**config.mk**
```make
export PLATFORM = sky130hd
export DESIGN_NAME = sid_filter_ctrl_flat
export DESIGN_NICKNAME = d
export VERILOG_FILES = /design/src/rtl/sid_ctrl_pkg.sv /design/src/rtl/sid_filter_ctrl_if.sv /design/src/rtl/sid_frame_div.sv /design/src/rtl/sid_filter_ctrl.sv /design/src/flat_wrapper.sv
export SDC_FILE = /design/constraint.sdc
export NUM_CORES = 1
export LEC_CHECK = 0
export ABC_AREA = 1
export CELL_PAD_IN_SITES_DETAIL_PLACEMENT = 0
export CELL_PAD_IN_SITES_GLOBAL_PLACEMENT = 2
export CORE_ASPECT_RATIO = 1.2
export CORE_UTILIZATION = 27
export CTS_BUF_LIST = sky130_fd_sc_hd__clkbuf_8
export CTS_CLUSTER_DIAMETER = 150
export CTS_CLUSTER_SIZE = 25
export DETAILED_ROUTE_END_ITERATION = 16
export HOLD_SLACK_MARGIN = 0.03
export PLACE_DENSITY = 0.84
export SYNTH_ARGS = -nofsm -noshare
export SYNTH_HDL_FRONTEND = slang
export SYNTH_SLANG_ARGS = --single-unit
```
**constraint.sdc**
```tcl
create_clock -name clk -period 1.4 [get_ports clk]
set_clock_uncertainty 0.2 [all_clocks]
set_input_delay 0.14 -clock clk [delete_from_list [all_inputs] [get_ports clk]]
set_output_delay 0.14 -clock clk [all_outputs]
set_load 0.02 [all_outputs]
```
**src/rtl/sid_ctrl_pkg.sv**
```systemverilog
// Shared constants for the SID filter controller: register map, FSM states
// and the default frame length.
package sid_ctrl_pkg;

  localparam int SID_CLK_DIV_DEF = 24;

  localparam logic [4:0] SID_ADDR_FC_LO    = 5'h15;
  localparam logic [4:0] SID_ADDR_FC_HI    = 5'h16;
  localparam logic [4:0] SID_ADDR_RES_FILT = 5'h17;
  localparam logic [4:0] SID_ADDR_MODE_VOL = 5'h18;

  typedef enum logic [1:0] {
    ST_INIT  = 2'd0,
    ST_COUNT = 2'd1,
    ST_ARMED = 2'd2
  } sid_state_e;

endpackage

```
**src/rtl/sid_filter_ctrl_if.sv**
```systemverilog
// Register-write bus and output sample handshake of the SID filter controller.
interface sid_filter_ctrl_if;
  logic        wr_en;
  logic [4:0]  wr_addr;
  logic [7:0]  wr_data;
  logic [14:0] out_sample;
  logic        out_valid;
  logic        out_ready;

  modport master (
    output wr_en, wr_addr, wr_data, out_ready,
    input  out_sample, out_valid
  );

  modport slave (
    input  wr_en, wr_addr, wr_data, out_ready,
    output out_sample, out_valid
  );
endinterface

```
**src/rtl/sid_frame_div.sv**
```systemverilog
// Output-frame divider: counts 0..CLK_DIV-1 while enabled and flags the
// terminal count with wrap.
module sid_frame_div
  import sid_ctrl_pkg::*;
#(
  parameter int CLK_DIV = SID_CLK_DIV_DEF
) (
  input  logic clk,
  input  logic rst_n,
  input  logic en,
  output logic wrap
);

  localparam logic [11:0] CNT_MAX = 12'(CLK_DIV - 1);

  logic [11:0] cnt_q, cnt_d;

  always_comb begin
    cnt_d = cnt_q;
    if (en) begin
      cnt_d = (cnt_q == CNT_MAX) ? 12'd0 : cnt_q + 12'd1;
    end
  end

  assign wrap = en && (cnt_q == CNT_MAX);

  always_ff @(posedge clk or negedge rst_n) begin
    if (!rst_n) begin
      cnt_q <= 12'd0;
    end else begin
      cnt_q <= cnt_d;
    end
  end

endmodule

```
**src/rtl/sid_filter_ctrl.sv**
```systemverilog
// SID filter controller: frame timing, shadowed filter registers committed on
// filter step 0, and a one-deep output sample buffer. SID_CTRL_OVR_CNT_EN adds
// a saturating overrun counter.
//
// state    | meaning
// ST_INIT  | filter datapath held in reset for two cycles
// ST_COUNT | waiting for the frame divider to wrap
// ST_ARMED | frame due; commit on the next filt_ready
module sid_filter_ctrl
  import sid_ctrl_pkg::*;
#(
  parameter int CLK_DIV = SID_CLK_DIV_DEF
) (
  input  logic                clk,
  input  logic                rst_n,
  input  logic                en,
  sid_filter_ctrl_if.slave    bus,
  input  logic [14:0]         filt_sample,
  input  logic                filt_ready,
  output logic                filt_rst,
  output logic [10:0]         reg_fc,
  output logic [7:0]          res_filt,
  output logic [7:0]          mode_vol,
  output logic [7:0]          overrun_cnt
);

  sid_state_e  state_q, state_d;
  logic        init_cnt_q, init_cnt_d;
  logic        filt_rst_q, filt_rst_d;
  logic [10:0] fc_sh_q, fc_sh_d, fc_act_q, fc_act_d;
  logic [7:0]  res_sh_q, res_sh_d, res_act_q, res_act_d;
  logic [7:0]  mv_sh_q, mv_sh_d, mv_act_q, mv_act_d;
  logic [14:0] out_sample_q, out_sample_d;
  logic        out_valid_q, out_valid_d;
  logic        wrap;
  logic        commit;

  sid_frame_div #(.CLK_DIV(CLK_DIV)) u_div (
    .clk   (clk),
    .rst_n (rst_n),
    .en    (en && (state_q != ST_INIT)),
    .wrap  (wrap)
  );

  assign commit = en && (state_q == ST_ARMED) && filt_ready;

  always_comb begin
    state_d    = state_q;
    init_cnt_d = init_cnt_q;
    case (state_q)
      ST_INIT: begin
        if (init_cnt_q) state_d = ST_COUNT;
        else            init_cnt_d = 1'b1;
      end
      ST_COUNT: if (wrap)   state_d = ST_ARMED;
      ST_ARMED: if (commit) state_d = ST_COUNT;
      default:              state_d = ST_INIT;
    endcase
    filt_rst_d = (state_d == ST_INIT);
  end

  // Shadow writes always land; the commit reads the pre-write shadow value.
  always_comb begin
    fc_sh_d  = fc_sh_q;
    res_sh_d = res_sh_q;
    mv_sh_d  = mv_sh_q;
    if (bus.wr_en) begin
      case (bus.wr_addr)
        SID_ADDR_FC_LO:    fc_sh_d[2:0]  = bus.wr_data[2:0];
        SID_ADDR_FC_HI:    fc_sh_d[10:3] = bus.wr_data;
        SID_ADDR_RES_FILT: res_sh_d      = bus.wr_data;
        SID_ADDR_MODE_VOL: mv_sh_d       = bus.wr_data;
        default: ;
      endcase
    end
  end

  always_comb begin
    fc_act_d     = fc_act_q;
    res_act_d    = res_act_q;
    mv_act_d     = mv_act_q;
    out_sample_d = out_sample_q;
    out_valid_d  = out_valid_q;
    if (commit) begin
      fc_act_d     = fc_sh_q;
      res_act_d    = res_sh_q;
      mv_act_d     = mv_sh_q;
      out_sample_d = filt_sample;
      out_valid_d  = 1'b1;
    end else if (out_valid_q && bus.out_ready) begin
      out_valid_d  = 1'b0;
    end
  end

  always_ff @(posedge clk or negedge rst_n) begin
    if (!rst_n) begin
      state_q      <= ST_INIT;
      init_cnt_q   <= 1'b0;
      filt_rst_q   <= 1'b1;
      fc_sh_q      <= '0;
      res_sh_q     <= '0;
      mv_sh_q      <= '0;
      fc_act_q     <= '0;
      res_act_q    <= '0;
      mv_act_q     <= '0;
      out_sample_q <= '0;
      out_valid_q  <= 1'b0;
    end else begin
      state_q      <= state_d;
      init_cnt_q   <= init_cnt_d;
      filt_rst_q   <= filt_rst_d;
      fc_sh_q      <= fc_sh_d;
      res_sh_q     <= res_sh_d;
      mv_sh_q      <= mv_sh_d;
      fc_act_q     <= fc_act_d;
      res_act_q    <= res_act_d;
      mv_act_q     <= mv_act_d;
      out_sample_q <= out_sample_d;
      out_valid_q  <= out_valid_d;
    end
  end

`ifdef SID_CTRL_OVR_CNT_EN
  logic       overrun;
  logic [7:0] ovr_q, ovr_d;

  assign overrun = commit && out_valid_q && !bus.out_ready;

  always_comb begin
    ovr_d = ovr_q;
    if (overrun && (ovr_q != 8'hFF)) ovr_d = ovr_q + 8'd1;
  end

  always_ff @(posedge clk or negedge rst_n) begin
    if (!rst_n) ovr_q <= 8'd0;
    else        ovr_q <= ovr_d;
  end

  assign overrun_cnt = ovr_q;
`else
  assign overrun_cnt = 8'd0;
`endif

  assign filt_rst       = filt_rst_q;
  assign reg_fc         = fc_act_q;
  assign res_filt       = res_act_q;
  assign mode_vol       = mv_act_q;
  assign bus.out_sample = out_sample_q;
  assign bus.out_valid  = out_valid_q;

endmodule

```
**src/flat_wrapper.sv**
```systemverilog
// flat-port wrapper written by rule: the top's interface ports become plain ports
module sid_filter_ctrl_flat import sid_ctrl_pkg::*;
#(
  parameter int CLK_DIV = SID_CLK_DIV_DEF
)
  (clk, rst_n, en, filt_sample, filt_ready, filt_rst, reg_fc, res_filt, mode_vol, overrun_cnt, bus_wr_en, bus_wr_addr, bus_wr_data, bus_out_ready, bus_out_sample, bus_out_valid);
  sid_filter_ctrl_if bus_i ();
  input  logic clk;
  input  logic rst_n;
  input  logic en;
  input  logic [14:0] filt_sample;
  input  logic filt_ready;
  output logic filt_rst;
  output logic [10:0] reg_fc;
  output logic [7:0] res_filt;
  output logic [7:0] mode_vol;
  output logic [7:0] overrun_cnt;
  input wire logic [$bits(bus_i.wr_en)-1:0] bus_wr_en;
  input wire logic [$bits(bus_i.wr_addr)-1:0] bus_wr_addr;
  input wire logic [$bits(bus_i.wr_data)-1:0] bus_wr_data;
  input wire logic [$bits(bus_i.out_ready)-1:0] bus_out_ready;
  output wire logic [$bits(bus_i.out_sample)-1:0] bus_out_sample;
  output wire logic [$bits(bus_i.out_valid)-1:0] bus_out_valid;
  assign bus_i.wr_en = bus_wr_en;
  assign bus_i.wr_addr = bus_wr_addr;
  assign bus_i.wr_data = bus_wr_data;
  assign bus_i.out_ready = bus_out_ready;
  assign bus_out_sample = bus_i.out_sample;
  assign bus_out_valid = bus_i.out_valid;
  sid_filter_ctrl #(.CLK_DIV(CLK_DIV)) u_core (.clk(clk), .rst_n(rst_n), .en(en), .bus(bus_i), .filt_sample(filt_sample), .filt_ready(filt_ready), .filt_rst(filt_rst), .reg_fc(reg_fc), .res_filt(res_filt), .mode_vol(mode_vol), .overrun_cnt(overrun_cnt));
endmodule
```
==> metrics.log <==
INFO  metric worstReg2RegEnd = u_core.u_div.cnt_q[10]$_DFFE_PN0P_
INFO  metric critPathKind = flop to flop
INFO  metric synth-seq-cells = 86
INFO  metric critPathArrivalTime = about 1.7 ns
INFO  metric setup.worst_path.start_class = flop
INFO  metric starting_density_of_the_core = 0.277
INFO  metric wire_per_inst = ~15 um
INFO  metric die_area = between 0.01 and 0.015 mm2
INFO  metric critPathMaxFanout = 4
INFO  metric run_status = finished, violations left
INFO  metric setup_repair_after_global_routing_missed_its_margin = yes
INFO  metric number_of_cells_produced_by_synthesis = about 400
INFO  metric rrSetupSlack = -0.20 ns
INFO  metric worst_slack = -0.203 ns
INFO  metric drt_first_iter_violations = between 100 and 150
INFO  metric multi_input_comb_area = 0.00159 mm2
INFO  metric worst_ep_required_time = between 1 and 1.5 ns
INFO  metric tns = -4.88 ns
INFO  metric floorplan.die.height = 127 um
INFO  metric timing.rr.start = u_core.u_div.cnt_q[1]$_DFFE_PN0P_
INFO  metric grt_max_degree = 20
INFO  metric design.portCount = 86
INFO  metric ys_seq_area_frac = 0.613
INFO  metric all_layer_global_routing_usage = 0.150
INFO  metric fp.coreArea = roughly 0.013 mm2
INFO  metric post_route_cells_drive_above_1_share = 0.409
INFO  metric drtAntennaViolNets = 0
INFO  metric ctsHoldBuffers = 1
INFO  metric cts_buffer_depth = 2
INFO  metric fmax = slightly above 600 MHz
INFO  metric cellPowerDensity = approximately 1000 mW/mm2
INFO  metric fin_total_pwr = slightly below 6 mW
INFO  metric reg2regPathDepth = 8
INFO  metric tritoncts = yes
INFO  metric violations = hold timing, setup timing
INFO  metric design.final.nets = approximately 560
INFO  metric h-tree-depth = 3
INFO  metric routed_wl = 10,300 um
INFO  metric antenna_found_initial = 0
INFO  metric core.rowCount = 45
INFO  metric avgSynthCellArea = 8.85 um2
INFO  metric netlist-cell-type-count = 26
INFO  metric firstDrtPassIters = 4
INFO  metric final.fill_count = 1,225
INFO  metric hold_violations = 1
INFO  metric grt_pass1_wl = approximately 15,000 um
INFO  metric clock_sinks = 86
INFO  metric global_route.overflow_total = 0
INFO  metric port-buffer-count = slightly below 80
INFO  metric timing.hold.worst.class = primary input to asynchronous set/reset pin
INFO  metric antennaDiodeCount = 0
INFO  metric place_hpwl = 5660 um
INFO  metric fin_worst_hold_slack = -0.00265 ns
INFO  metric yosysWarningCount = 0
INFO  metric endpoint_kind = flop
INFO  metric most_common_library_cell_in_the_layout_ignoring_fill_and_taps = nand2_1
INFO  metric route.detailed.vias_per_inst = between 4 and 5
INFO  metric finalWorstPathRequiredPeriod = around 1.6 ns
INFO  metric final_max_slew_viol_count = 0
INFO  metric place.gp.congestion = 0.773
INFO  metric flow.area_growth_from_synthesis = 63.2%
INFO  metric clock_latency_at_the_later_pin_of_the_worst_skew_pair = approximately 0.36 ns
INFO  metric layout.area.seq = between 0.002 and 0.0025 mm2
INFO  metric post-route-drc-count = 0
INFO  metric cap_viol_max_count = 0
INFO  metric peakVddDrop = approximately 0.52 mV
INFO  metric clkTransAtPathRegs = ~0.090 ns
INFO  metric setup_violations = 57
INFO  metric die_width = 106 um
INFO  metric layout.cells.most_common_list = nand2_1, dfrtp_1, nand2_2
INFO  metric synth.cell_area = approximately 0.0035 mm2
INFO  metric first_global_vias = around 3,000
INFO  metric power.leakage = between 3 and 4 nW
INFO  metric min_period_over_period = 1.14
INFO  metric vias = ~3,000
INFO  metric cts_buffers = 9
INFO  metric cts_root_buf = clkbuf_8
-- where the power goes --
group / switching (mW) / leakage (nW) / internal [mW]
clock network: 0.891 / 0.116 / 0.999
registers: 0.219 / 1.12 / 2.76
logic: 0.571 / 1.84 / 0.475
total: 1.68 / 3.08 / 4.23
-- logic make-up after synthesis --
logic type / count (synthesis) / share of synthesized area
buf+inv: 50 / 0.0651
other cells: 1 / 0.00107
simple gates: 215 / 0.247
compound gates: 37 / 0.0534
flops: 86 / 0.613
fa+ha+maj: 1 / 0.00356
xor+xnor: 7 / 0.0174
-- sequential cells by signal (all words and copies together) (netlist names), 2 cells and up --
name,count
u_core.mv_sh_q,8
u_core.u_div.cnt_q,12
u_core.fc_sh_q,11
u_core.bus.out_sample,15
u_core.mode_vol,8
u_core.state_q,2
u_core.res_filt,8
u_core.reg_fc,11
u_core.res_sh_q,8
-- final cells by class --
cell class | instances | area share
inverters | 31 | 0.0240
repair buffers | 132 | 0.251
flip-flops and latches | 86 | 0.376
clock buffers | 9 | 0.0216
multi-input cells | 268 | 0.276
well taps | 164 | 0.0358
clock inverters | 7 | 0.0157
-- per-stage QoR --
stage	setup slack (ns)	std cells	util	area [um2]
final	-0.203	697	0.453	5740
after global routing	-0.270	697	0.453	5740
after CTS	-0.142	688	0.416	5280
after detailed placement	-0.252	655	0.370	4680
after global placement	-0.248	655	0.370	4680
after floorplan	-0.0188	404	-	3540
-- cell usage after synthesis --
cell / instances / share of area
xnor2_1: 2 / 0.0050
buf_4: 8 / 0.017
nand3_1: 6 / 0.0085
xor2_1: 5 / 0.012
inv_2: 3 / 0.0032
and3_1: 1 / 0.0018
dfrtp_1: 85 / 0.61
conb_1: 1 / 0.0011
a21boi_0: 1 / 0.0021
nor2_2: 3 / 0.0053
o21ai_0: 32 / 0.046
nand4_1: 4 / 0.0071
nor2_1: 14 / 0.015
clkbuf_1: 2 / 0.0021
nand2_2: 1 / 0.0018
inv_1: 28 / 0.030
buf_2: 9 / 0.013
nor3_1: 3 / 0.0043
o21ai_1: 1 / 0.0014
nor2_8: 1 / 0.0057
a21oi_1: 3 / 0.0043
dfstp_2: 1 / 0.0075
or2_2: 1 / 0.0018
ha_1: 1 / 0.0036
nand2_1: 180 / 0.19
nor2_4: 1 / 0.0032
-- worst max-delay path: stages, from the launching register on --
cell and delay (ns):
dfrtp_1 0.37, ha_2 0.20, nand2_2 0.08, nor2_2 0.14
nand2_2 0.10, nor2_4 0.13, nand2_1 0.07, xor2_1 0.15
inv_1 0.05
-- routing by layer --
metal,share of wire,routed length [um],global-route usage,vias up
met1,0.42,4340,0.182,1469
met4,0.016,168,0.0539,0
met5,0,0,0,-
met3,0.031,319,0.0342,13
met2,0.53,5480,0.258,62
li1,-,-,-,1468
-- worst max path at each step --
stage | startpoint | to | slack, ns
3_3_place_gp | en | u_core.u_div.cnt_q[10]$_DFFE_PN0P_ | -0.25
4_1_cts | u_core.u_div.cnt_q[1]$_DFFE_PN0P_ | u_core.u_div.cnt_q[10]$_DFFE_PN0P_ | -0.14
6_report | u_core.u_div.cnt_q[1]$_DFFE_PN0P_ | u_core.u_div.cnt_q[10]$_DFFE_PN0P_ | -0.20
2_1_floorplan | u_core.u_div.cnt_q[0]$_DFFE_PN0P_ | u_core.u_div.cnt_q[10]$_DFFE_PN0P_ | -0.02
3_5_place_dp | en | u_core.u_div.cnt_q[11]$_DFFE_PN0P_ | -0.25
5_1_grt | u_core.u_div.cnt_q[0]$_DFFE_PN0P_ | u_core.u_div.cnt_q[10]$_DFFE_PN0P_ | -0.27
-- what timing repair did --
action	in CTS	in global routing
buffers inserted	9	4
pin swaps	14	60
gates resized for setup	162	144
setup endpoints to repair	95	81
cloned	7	7
endpoints found under the hold margin	85	14
No activity file was read; power rests on OpenSTA's default activity.
